## src/rtl/mips_pkg.sv

```systemverilog
// Shared MIPS decode definitions: opcodes, instruction-format class, field positions
// and the immediate-extension / format-classification rules.
package mips_pkg;

  localparam logic [5:0] OP_RTYPE = 6'h00;
  localparam logic [5:0] OP_J     = 6'h02;
  localparam logic [5:0] OP_JAL   = 6'h03;
  localparam logic [5:0] OP_ANDI  = 6'h0C;
  localparam logic [5:0] OP_ORI   = 6'h0D;
  localparam logic [5:0] OP_XORI  = 6'h0E;
  localparam logic [5:0] OP_LUI   = 6'h0F;

  typedef enum logic [1:0] {
    FMT_R = 2'd0,
    FMT_I = 2'd1,
    FMT_J = 2'd2
  } fmt_e;

  localparam int OPCODE_LSB = 26;
  localparam int RS_LSB     = 21;
  localparam int RT_LSB     = 16;
  localparam int RD_LSB     = 11;
  localparam int SHAMT_LSB  = 6;
  localparam int FUNCT_LSB  = 0;
  localparam int IMM_W      = 16;
  localparam int JIDX_W     = 26;

  // Logical immediates are zero-extended, LUI loads the upper half, everything else sign-extends.
  function automatic logic [31:0] ext_imm(input logic [5:0] op, input logic [IMM_W-1:0] imm);
    logic [31:0] r;
    case (op)
      OP_ANDI, OP_ORI, OP_XORI: r = {16'h0000, imm};
      OP_LUI:                   r = {imm, 16'h0000};
      default:                  r = {{(32-IMM_W){imm[IMM_W-1]}}, imm};
    endcase
    return r;
  endfunction

  function automatic fmt_e fmt_of(input logic [5:0] op);
    fmt_e f;
    case (op)
      OP_RTYPE:    f = FMT_R;
      OP_J, OP_JAL: f = FMT_J;
      default:     f = FMT_I;
    endcase
    return f;
  endfunction

endpackage

```

## src/rtl/instr_decode_stage_if.sv

```systemverilog
// Fetch-side and decode-side handshake bundle of the decode stage.
// Valid/ready: a beat transfers on a rising edge where valid && ready; the source holds
// its payload stable while valid && !ready, and ready may depend on nothing from valid.
interface instr_decode_stage_if #(
  parameter int PC_W = 32
);
  logic            in_valid;
  logic            in_ready;
  logic [31:0]     in_inst;
  logic [PC_W-1:0] in_pc;

  logic            out_valid;
  logic            out_ready;
  logic [5:0]      out_opcode;
  logic [4:0]      out_rs;
  logic [4:0]      out_rt;
  logic [4:0]      out_rd;
  logic [4:0]      out_shamt;
  logic [5:0]      out_funct;
  logic [31:0]     out_imm;
  logic [PC_W-1:0] out_jtarget;
  logic [PC_W-1:0] out_pc4;
  logic [1:0]      out_fmt;

  modport slave (
    input  in_valid, in_inst, in_pc, out_ready,
    output in_ready, out_valid, out_opcode, out_rs, out_rt, out_rd, out_shamt,
           out_funct, out_imm, out_jtarget, out_pc4, out_fmt
  );

  modport master (
    output in_valid, in_inst, in_pc, out_ready,
    input  in_ready, out_valid, out_opcode, out_rs, out_rt, out_rd, out_shamt,
           out_funct, out_imm, out_jtarget, out_pc4, out_fmt
  );

endinterface

```

## src/rtl/instr_field_decode.sv

```systemverilog
// Purely combinational MIPS field decoder: splits an instruction word and derives
// the extended immediate, jump target, PC+4 and format class.
module instr_field_decode
  import mips_pkg::*;
#(
  parameter int PC_W = 32
) (
  input  logic [31:0]     inst_i,
  input  logic [PC_W-1:0] pc_i,
  output logic [5:0]      opcode_o,
  output logic [4:0]      rs_o,
  output logic [4:0]      rt_o,
  output logic [4:0]      rd_o,
  output logic [4:0]      shamt_o,
  output logic [5:0]      funct_o,
  output logic [31:0]     imm_o,
  output logic [PC_W-1:0] jtarget_o,
  output logic [PC_W-1:0] pc4_o,
  output fmt_e            fmt_o
);

  assign opcode_o = inst_i[OPCODE_LSB +: 6];
  assign rs_o     = inst_i[RS_LSB +: 5];
  assign rt_o     = inst_i[RT_LSB +: 5];
  assign rd_o     = inst_i[RD_LSB +: 5];
  assign shamt_o  = inst_i[SHAMT_LSB +: 5];
  assign funct_o  = inst_i[FUNCT_LSB +: 6];

  assign pc4_o = pc_i + PC_W'(4);
  assign imm_o = ext_imm(opcode_o, inst_i[IMM_W-1:0]);
  assign fmt_o = fmt_of(opcode_o);

  // The jump region comes from PC+4, not the instruction's own PC.
  generate
    if (PC_W > 28) begin : g_jt_region
      assign jtarget_o = {pc4_o[PC_W-1:28], inst_i[JIDX_W-1:0], 2'b00};
    end else begin : g_jt_flat
      assign jtarget_o = {inst_i[JIDX_W-1:0], 2'b00};
    end
  endgenerate

endmodule

```

## src/rtl/instr_decode_stage.sv

```systemverilog
// Buffered decode stage: a DEPTH-entry instruction/PC FIFO whose head entry is
// decoded combinationally onto the output bundle.
module instr_decode_stage
  import mips_pkg::*;
#(
  parameter int DEPTH = 2,
  parameter int PC_W  = 32
) (
  input logic                 clk,
  input logic                 rst_n,
  input logic                 flush,
  instr_decode_stage_if.slave ifc
);

  localparam int AW = $clog2(DEPTH);
  localparam int CW = AW + 1;

  logic [AW-1:0]   wr_ptr_q, wr_ptr_d;
  logic [AW-1:0]   rd_ptr_q, rd_ptr_d;
  logic [CW-1:0]   count_q, count_d;
  logic [31:0]     inst_mem_q [DEPTH];
  logic [PC_W-1:0] pc_mem_q   [DEPTH];

  logic full, empty, push, pop;
  fmt_e head_fmt;

  assign full  = (count_q == CW'(DEPTH));
  assign empty = (count_q == '0);
  // No pass-through: a full FIFO refuses a push even while it pops.
  assign push  = ifc.in_valid && !full && !flush;
  assign pop   = ifc.out_ready && !empty && !flush;

  assign ifc.in_ready  = !full;
  assign ifc.out_valid = !empty;

  always_comb begin
    wr_ptr_d = wr_ptr_q;
    rd_ptr_d = rd_ptr_q;
    count_d  = count_q;
    if (flush) begin
      wr_ptr_d = '0;
      rd_ptr_d = '0;
      count_d  = '0;
    end else begin
      if (push) wr_ptr_d = wr_ptr_q + AW'(1);
      if (pop)  rd_ptr_d = rd_ptr_q + AW'(1);
      if (push && !pop)      count_d = count_q + CW'(1);
      else if (pop && !push) count_d = count_q - CW'(1);
    end
  end

  always_ff @(posedge clk or negedge rst_n) begin
    if (!rst_n) begin
      wr_ptr_q <= '0;
      rd_ptr_q <= '0;
      count_q  <= '0;
    end else begin
      wr_ptr_q <= wr_ptr_d;
      rd_ptr_q <= rd_ptr_d;
      count_q  <= count_d;
    end
  end

  // Storage is cleared on reset so the decoded outputs are defined while empty.
  always_ff @(posedge clk or negedge rst_n) begin
    if (!rst_n) begin
      for (int i = 0; i < DEPTH; i++) begin
        inst_mem_q[i] <= '0;
        pc_mem_q[i]   <= '0;
      end
    end else if (push) begin
      inst_mem_q[wr_ptr_q] <= ifc.in_inst;
      pc_mem_q[wr_ptr_q]   <= ifc.in_pc;
    end
  end

  instr_field_decode #(
    .PC_W(PC_W)
  ) u_field_decode (
    .inst_i   (inst_mem_q[rd_ptr_q]),
    .pc_i     (pc_mem_q[rd_ptr_q]),
    .opcode_o (ifc.out_opcode),
    .rs_o     (ifc.out_rs),
    .rt_o     (ifc.out_rt),
    .rd_o     (ifc.out_rd),
    .shamt_o  (ifc.out_shamt),
    .funct_o  (ifc.out_funct),
    .imm_o    (ifc.out_imm),
    .jtarget_o(ifc.out_jtarget),
    .pc4_o    (ifc.out_pc4),
    .fmt_o    (head_fmt)
  );

  assign ifc.out_fmt = head_fmt;

endmodule
```

## src/flat_wrapper.sv

```systemverilog
// flat-port wrapper written by rule: the top's interface ports become plain ports
module instr_decode_stage_flat import mips_pkg::*;
#(
  parameter int DEPTH = 2,
  parameter int PC_W  = 32
)
  (clk, rst_n, flush, ifc_in_valid, ifc_in_inst, ifc_in_pc, ifc_out_ready, ifc_in_ready, ifc_out_valid, ifc_out_opcode, ifc_out_rs, ifc_out_rt, ifc_out_rd, ifc_out_shamt, ifc_out_funct, ifc_out_imm, ifc_out_jtarget, ifc_out_pc4, ifc_out_fmt);
  instr_decode_stage_if #(.PC_W(PC_W)) ifc_i ();
  input logic clk;
  input logic rst_n;
  input logic flush;
  input wire logic [$bits(ifc_i.in_valid)-1:0] ifc_in_valid;
  input wire logic [$bits(ifc_i.in_inst)-1:0] ifc_in_inst;
  input wire logic [$bits(ifc_i.in_pc)-1:0] ifc_in_pc;
  input wire logic [$bits(ifc_i.out_ready)-1:0] ifc_out_ready;
  output wire logic [$bits(ifc_i.in_ready)-1:0] ifc_in_ready;
  output wire logic [$bits(ifc_i.out_valid)-1:0] ifc_out_valid;
  output wire logic [$bits(ifc_i.out_opcode)-1:0] ifc_out_opcode;
  output wire logic [$bits(ifc_i.out_rs)-1:0] ifc_out_rs;
  output wire logic [$bits(ifc_i.out_rt)-1:0] ifc_out_rt;
  output wire logic [$bits(ifc_i.out_rd)-1:0] ifc_out_rd;
  output wire logic [$bits(ifc_i.out_shamt)-1:0] ifc_out_shamt;
  output wire logic [$bits(ifc_i.out_funct)-1:0] ifc_out_funct;
  output wire logic [$bits(ifc_i.out_imm)-1:0] ifc_out_imm;
  output wire logic [$bits(ifc_i.out_jtarget)-1:0] ifc_out_jtarget;
  output wire logic [$bits(ifc_i.out_pc4)-1:0] ifc_out_pc4;
  output wire logic [$bits(ifc_i.out_fmt)-1:0] ifc_out_fmt;
  assign ifc_i.in_valid = ifc_in_valid;
  assign ifc_i.in_inst = ifc_in_inst;
  assign ifc_i.in_pc = ifc_in_pc;
  assign ifc_i.out_ready = ifc_out_ready;
  assign ifc_in_ready = ifc_i.in_ready;
  assign ifc_out_valid = ifc_i.out_valid;
  assign ifc_out_opcode = ifc_i.out_opcode;
  assign ifc_out_rs = ifc_i.out_rs;
  assign ifc_out_rt = ifc_i.out_rt;
  assign ifc_out_rd = ifc_i.out_rd;
  assign ifc_out_shamt = ifc_i.out_shamt;
  assign ifc_out_funct = ifc_i.out_funct;
  assign ifc_out_imm = ifc_i.out_imm;
  assign ifc_out_jtarget = ifc_i.out_jtarget;
  assign ifc_out_pc4 = ifc_i.out_pc4;
  assign ifc_out_fmt = ifc_i.out_fmt;
  instr_decode_stage #(.DEPTH(DEPTH), .PC_W(PC_W)) u_core (.clk(clk), .rst_n(rst_n), .flush(flush), .ifc(ifc_i));
endmodule
```

## config.mk

```make
export PLATFORM = sky130hd
export DESIGN_NAME = instr_decode_stage_flat
export DESIGN_NICKNAME = d
export VERILOG_FILES = /design/src/rtl/mips_pkg.sv /design/src/rtl/instr_decode_stage_if.sv /design/src/rtl/instr_field_decode.sv /design/src/rtl/instr_decode_stage.sv /design/src/flat_wrapper.sv
export SDC_FILE = /design/constraint.sdc
export NUM_CORES = 1
export LEC_CHECK = 0
export BUFFER_PORTS_ARGS = -buffer_cell sky130_fd_sc_hd__buf_2
export CAP_MARGIN = 20
export CORE_MARGIN = 3
export CORE_UTILIZATION = 57
export DETAILED_ROUTE_END_ITERATION = 6
export PLACE_DENSITY = 0.92
export SYNTH_ARGS = -nofsm -noshare
export SYNTH_HDL_FRONTEND = slang
export SYNTH_SLANG_ARGS = --single-unit
```

## constraint.sdc

```tcl
create_clock -name clk -period 4.5 [get_ports clk]
set_clock_uncertainty 0.05 [all_clocks]
set_input_delay 0 -clock clk [delete_from_list [all_inputs] [get_ports clk]]
set_output_delay 0 -clock clk [all_outputs]
set_load 0.005 [all_outputs]
```

==> results.tsv <==
stage	metric	value	unit
grt	global_route_wire_length_before_repair	32.7	mm
grt	global_route.usage.total	31.6	%
placement	placed_cells_incl_taps	881	
yosys	postSynthAreaPerCell	11.8	µm²
routing	met1_wire_length	7.43	mm
floorplanning	core_area	11700	µm²
sta	tightest_slew	0.970	ns
clock_tree	tritoncts.num_buffers	17	
clock_tree	clk_root_buffer_cell	sky130_fd_sc_hd__clkbuf_16	
placement	place.gp.congestion	0.879	
yosys	ys_dominant_reg_cell	sky130_fd_sc_hd__dfrtp_1	
floorplanning	ios	201	
power	p_per_area	502	nW/µm²
critical_path	start_kind	flop	
status	status	completed	
final_layout	drive_above_1_share	46.7	%
worst_hold_path	hold_path_class	input port to asynchronous set/reset pin	
grt	pin_count_of_the_biggest_net_entering_global_routing	77	
routing	routed-wl-met3	1.56	mm
yosys	synthArstFlopShare	100	%
yosys	postSynthCellCount	591	
final_layout	postLayoutCellArea	9120	µm²
routing	wl_per_cell	21.3	µm
routing	met2WireLength	11.0	mm
placement	port-buffer-count	198	
floorplanning	dieArea	13600	µm²
power	power_total	0.00458	W
clock_tree	cts_setup_buffers	0	
final_layout	areaGrowthSynthToFinish	30.6	%
yosys	synth.ff_latch_count	132	
final_layout	commonest_non_fill_non_tap_cell_in_the_layout	sky130_fd_sc_hd__buf_2	
placement	area_after_detailed_placement	7850	µm²
sta	setup_repair_after_global_routing_missed_its_margin	false	
critical_path	path_max_fanout	64	
sta	final-setup-viol-count	0	
critical_path	crit_type	flop to output pin	
grt	first_global_vias	6282	
critical_path	worstPathArrival	3.63	ns
clock_tree	post_cts_resize_count	0	
critical_path	sort_of_element_at_the_end_of_the_critical_path	output pin	
power	total_leakage_power	4.11	nW
routing	drt-total-wl	20.9	mm
critical_path	crit_slowest_cell	sky130_fd_sc_hd__dfrtp_4	
routing	route.antenna.remaining_nets	0	
grt	number_of_antenna_violations_at_the_first_check_in_global_routing	0	
yosys	ys.warnings.count	0	
clock_tree	clockBufferDepth	2	
clock_tree	h-tree-depth	4	
placement	placed_wire_length_estimate_after_detailed_placement	13.0	mm
floorplanning	floorplan.initialDensity	59.7	%
grt	overflow	0	
sta	slew_headroom	35.3	%
flow_run	timing.max_cap.violations	0	
routing	vias	5794	
sta	hold_viol	0	
sta	totalNegativeSetupSlack	0	ns
sta	final_period_minus_worst_setup_slack	3.68	ns
routing	route.detailed.vias_per_inst	5.89	
power	vdd.ir_drop.worst	0.359	mV
floorplanning	die_h	117	µm
yosys	number_of_enable_flip_flop_cells_after_synthesis	0	
critical_path	crit_path_cell_chain	buf_4 > and2b_1 > a32oi_1 > nand2b_1 > o21ai_0 > buf_2	
clock_tree	clock_latency	0.41	ns
floorplanning	fp-row-count	39	
clock_tree	numClockSinks	132	
critical_path	worst_path_required	4.45	ns
routing	firstDrtPassIters	5	
final_layout	final_cell_count_without_fillers	983	
clock_tree	cts_hold_buffers	69	
critical_path	slowest_delay	0.95	ns
routing	drc	0	
floorplanning	die-width	117	µm
yosys	seq_area_frac_synth	47.3	%
sta	final_number_of_max_transition_violations	0	
final_layout	commonest_cells_after_routing_fill_and_taps_aside	sky130_fd_sc_hd__buf_2 (197), sky130_fd_sc_hd__mux2_2 (147), sky130_fd_sc_hd__dfrtp_1 (131)	
final_layout	finalNetCount	897	
sta	timing.final.crit_share	81.9	%
yosys	post_synth_instance_area	6990	µm²
clock_tree	cts_tree	built	
final_layout	antenna-diode-count	0	
clock_tree	clk_pin_slew	0.06	ns
sta	timing.fmax	271	MHz
yosys	netlist-cell-type-count	43	
routing	maxUsedRoutingLayer	met4	
routing	detailedRoute.firstIterationViolations	474	
flip-flops by register name, indices dropped and copies added (netlist names):
| register | cells |
|---|---|
| u_core.count_q | 2 |
| u_core.inst_mem_q | 64 |
| u_core.pc_mem_q | 64 |
| u_core.rd_ptr_q | 1 |
| u_core.wr_ptr_q | 1 |
through the flow:
stage          util, %  hold slack [ns]  setup WS (ns)
2_1_floorplan        -           -0.346           1.61
3_5_place_dp      67.1            0.153           1.34
5_1_grt           77.9            0.316          0.577
4_1_cts           77.8            0.256          0.877
3_3_place_gp      67.1            0.127           1.49
6_report          77.9            0.215          0.816
critical path: cells and delay by family, from the launching register on:
family | cells | cell delay, ns
flops | 1 | 0.95
compound gates | 2 | 0.61
buf+inv | 2 | 0.82
simple gates | 2 | 0.79
kinds of logic (layout without fill, tap and decap cells):
kind of cell | Yosys count | count (layout) | synth area share (%)
muxes | 189 | 189 | 29.7
DFF | 132 | 132 | 47.3
and+or+nand+nor | 116 | 116 | 8.95
buffers and inverters | 77 | 325 | 6.27
AOI/OAI and AO/OA | 44 | 44 | 3.67
xor gates and xnor gates | 31 | 31 | 3.89
adders and majority gates | 1 | 1 | 0.179
other | 1 | 2 | 0.0537
power by group:
part / leakage, nW / switching [W] / internal, W
combinational: 2.27 / 0.000708 / 0.000743
clock: 0.272 / 0.000539 / 0.000778
sequential: 1.57 / 0.000293 / 0.00152
total: 4.11 / 0.00154 / 0.00304
worst paths after layout:
check / depth (start not counted) / slack (ns) / from / to
max: 6 / 0.82 / u_core.rd_ptr_q / ifc_out_imm[23]
min: 2 / 0.21 / rst_n / u_core.pc_mem_q[5]
max reg2reg: 6 / 2.12 / u_core.count_q[0] / u_core.inst_mem_q[3]
min reg2reg: 1 / 0.46 / u_core.pc_mem_q[63] / u_core.pc_mem_q[63]
max in group asynchronous: 3 / 2.87 / rst_n / u_core.inst_mem_q[33]
min in group clk: 3 / 0.31 / ifc_in_inst[22] / u_core.inst_mem_q[54]
metal layers:
layer,GRT usage [%],up-vias
li1,-,2523
met1,34.1,2848
met2,56.9,349
met3,8.39,74
met4,15.4,0
met5,0,-
Yosys cell counts (2+ instances only):
library cell / count / area [µm²]
sky130_fd_sc_hd__and2_1: 2 / 12.5
sky130_fd_sc_hd__a21oi_1: 8 / 40.0
sky130_fd_sc_hd__nand4_1: 6 / 37.5
sky130_fd_sc_hd__dfrtp_1: 132 / 3300
sky130_fd_sc_hd__inv_1: 19 / 71.3
sky130_fd_sc_hd__mux2_2: 147 / 1660
sky130_fd_sc_hd__nand2_1: 24 / 90.1
sky130_fd_sc_hd__mux2i_1: 42 / 420
sky130_fd_sc_hd__xor2_1: 12 / 105
sky130_fd_sc_hd__a32oi_1: 2 / 17.5
sky130_fd_sc_hd__nor3b_1: 3 / 22.5
sky130_fd_sc_hd__nand4b_1: 3 / 26.3
sky130_fd_sc_hd__nor2_1: 29 / 109
sky130_fd_sc_hd__o21ai_0: 23 / 115
sky130_fd_sc_hd__nand2b_1: 5 / 31.3
sky130_fd_sc_hd__a22oi_1: 2 / 15.0
sky130_fd_sc_hd__nor2b_1: 3 / 18.8
sky130_fd_sc_hd__nor4_2: 2 / 25.0
sky130_fd_sc_hd__buf_4: 32 / 240
sky130_fd_sc_hd__clkbuf_1: 16 / 60.1
sky130_fd_sc_hd__nor3_1: 9 / 45.0
sky130_fd_sc_hd__nand3b_1: 8 / 60.1
sky130_fd_sc_hd__buf_2: 8 / 40.0
sky130_fd_sc_hd__o22ai_1: 2 / 12.5
sky130_fd_sc_hd__xnor2_1: 19 / 166
sky130_fd_sc_hd__nand3_1: 15 / 75.1
sky130_fd_sc_hd__a211oi_1: 2 / 15.0
area by class of cell:
class	instances	area (µm²)
Timing Repair Buffer	274	1740
Multi-Input combinational cell	383	3260
Inverter	19	71.3
Tap cell	143	179
Clock buffer	18	439
Clock inverter	14	133
Sequential cell	132	3310
Fill cell	667	2590
No activity file was read; power rests on OpenSTA's default activity.
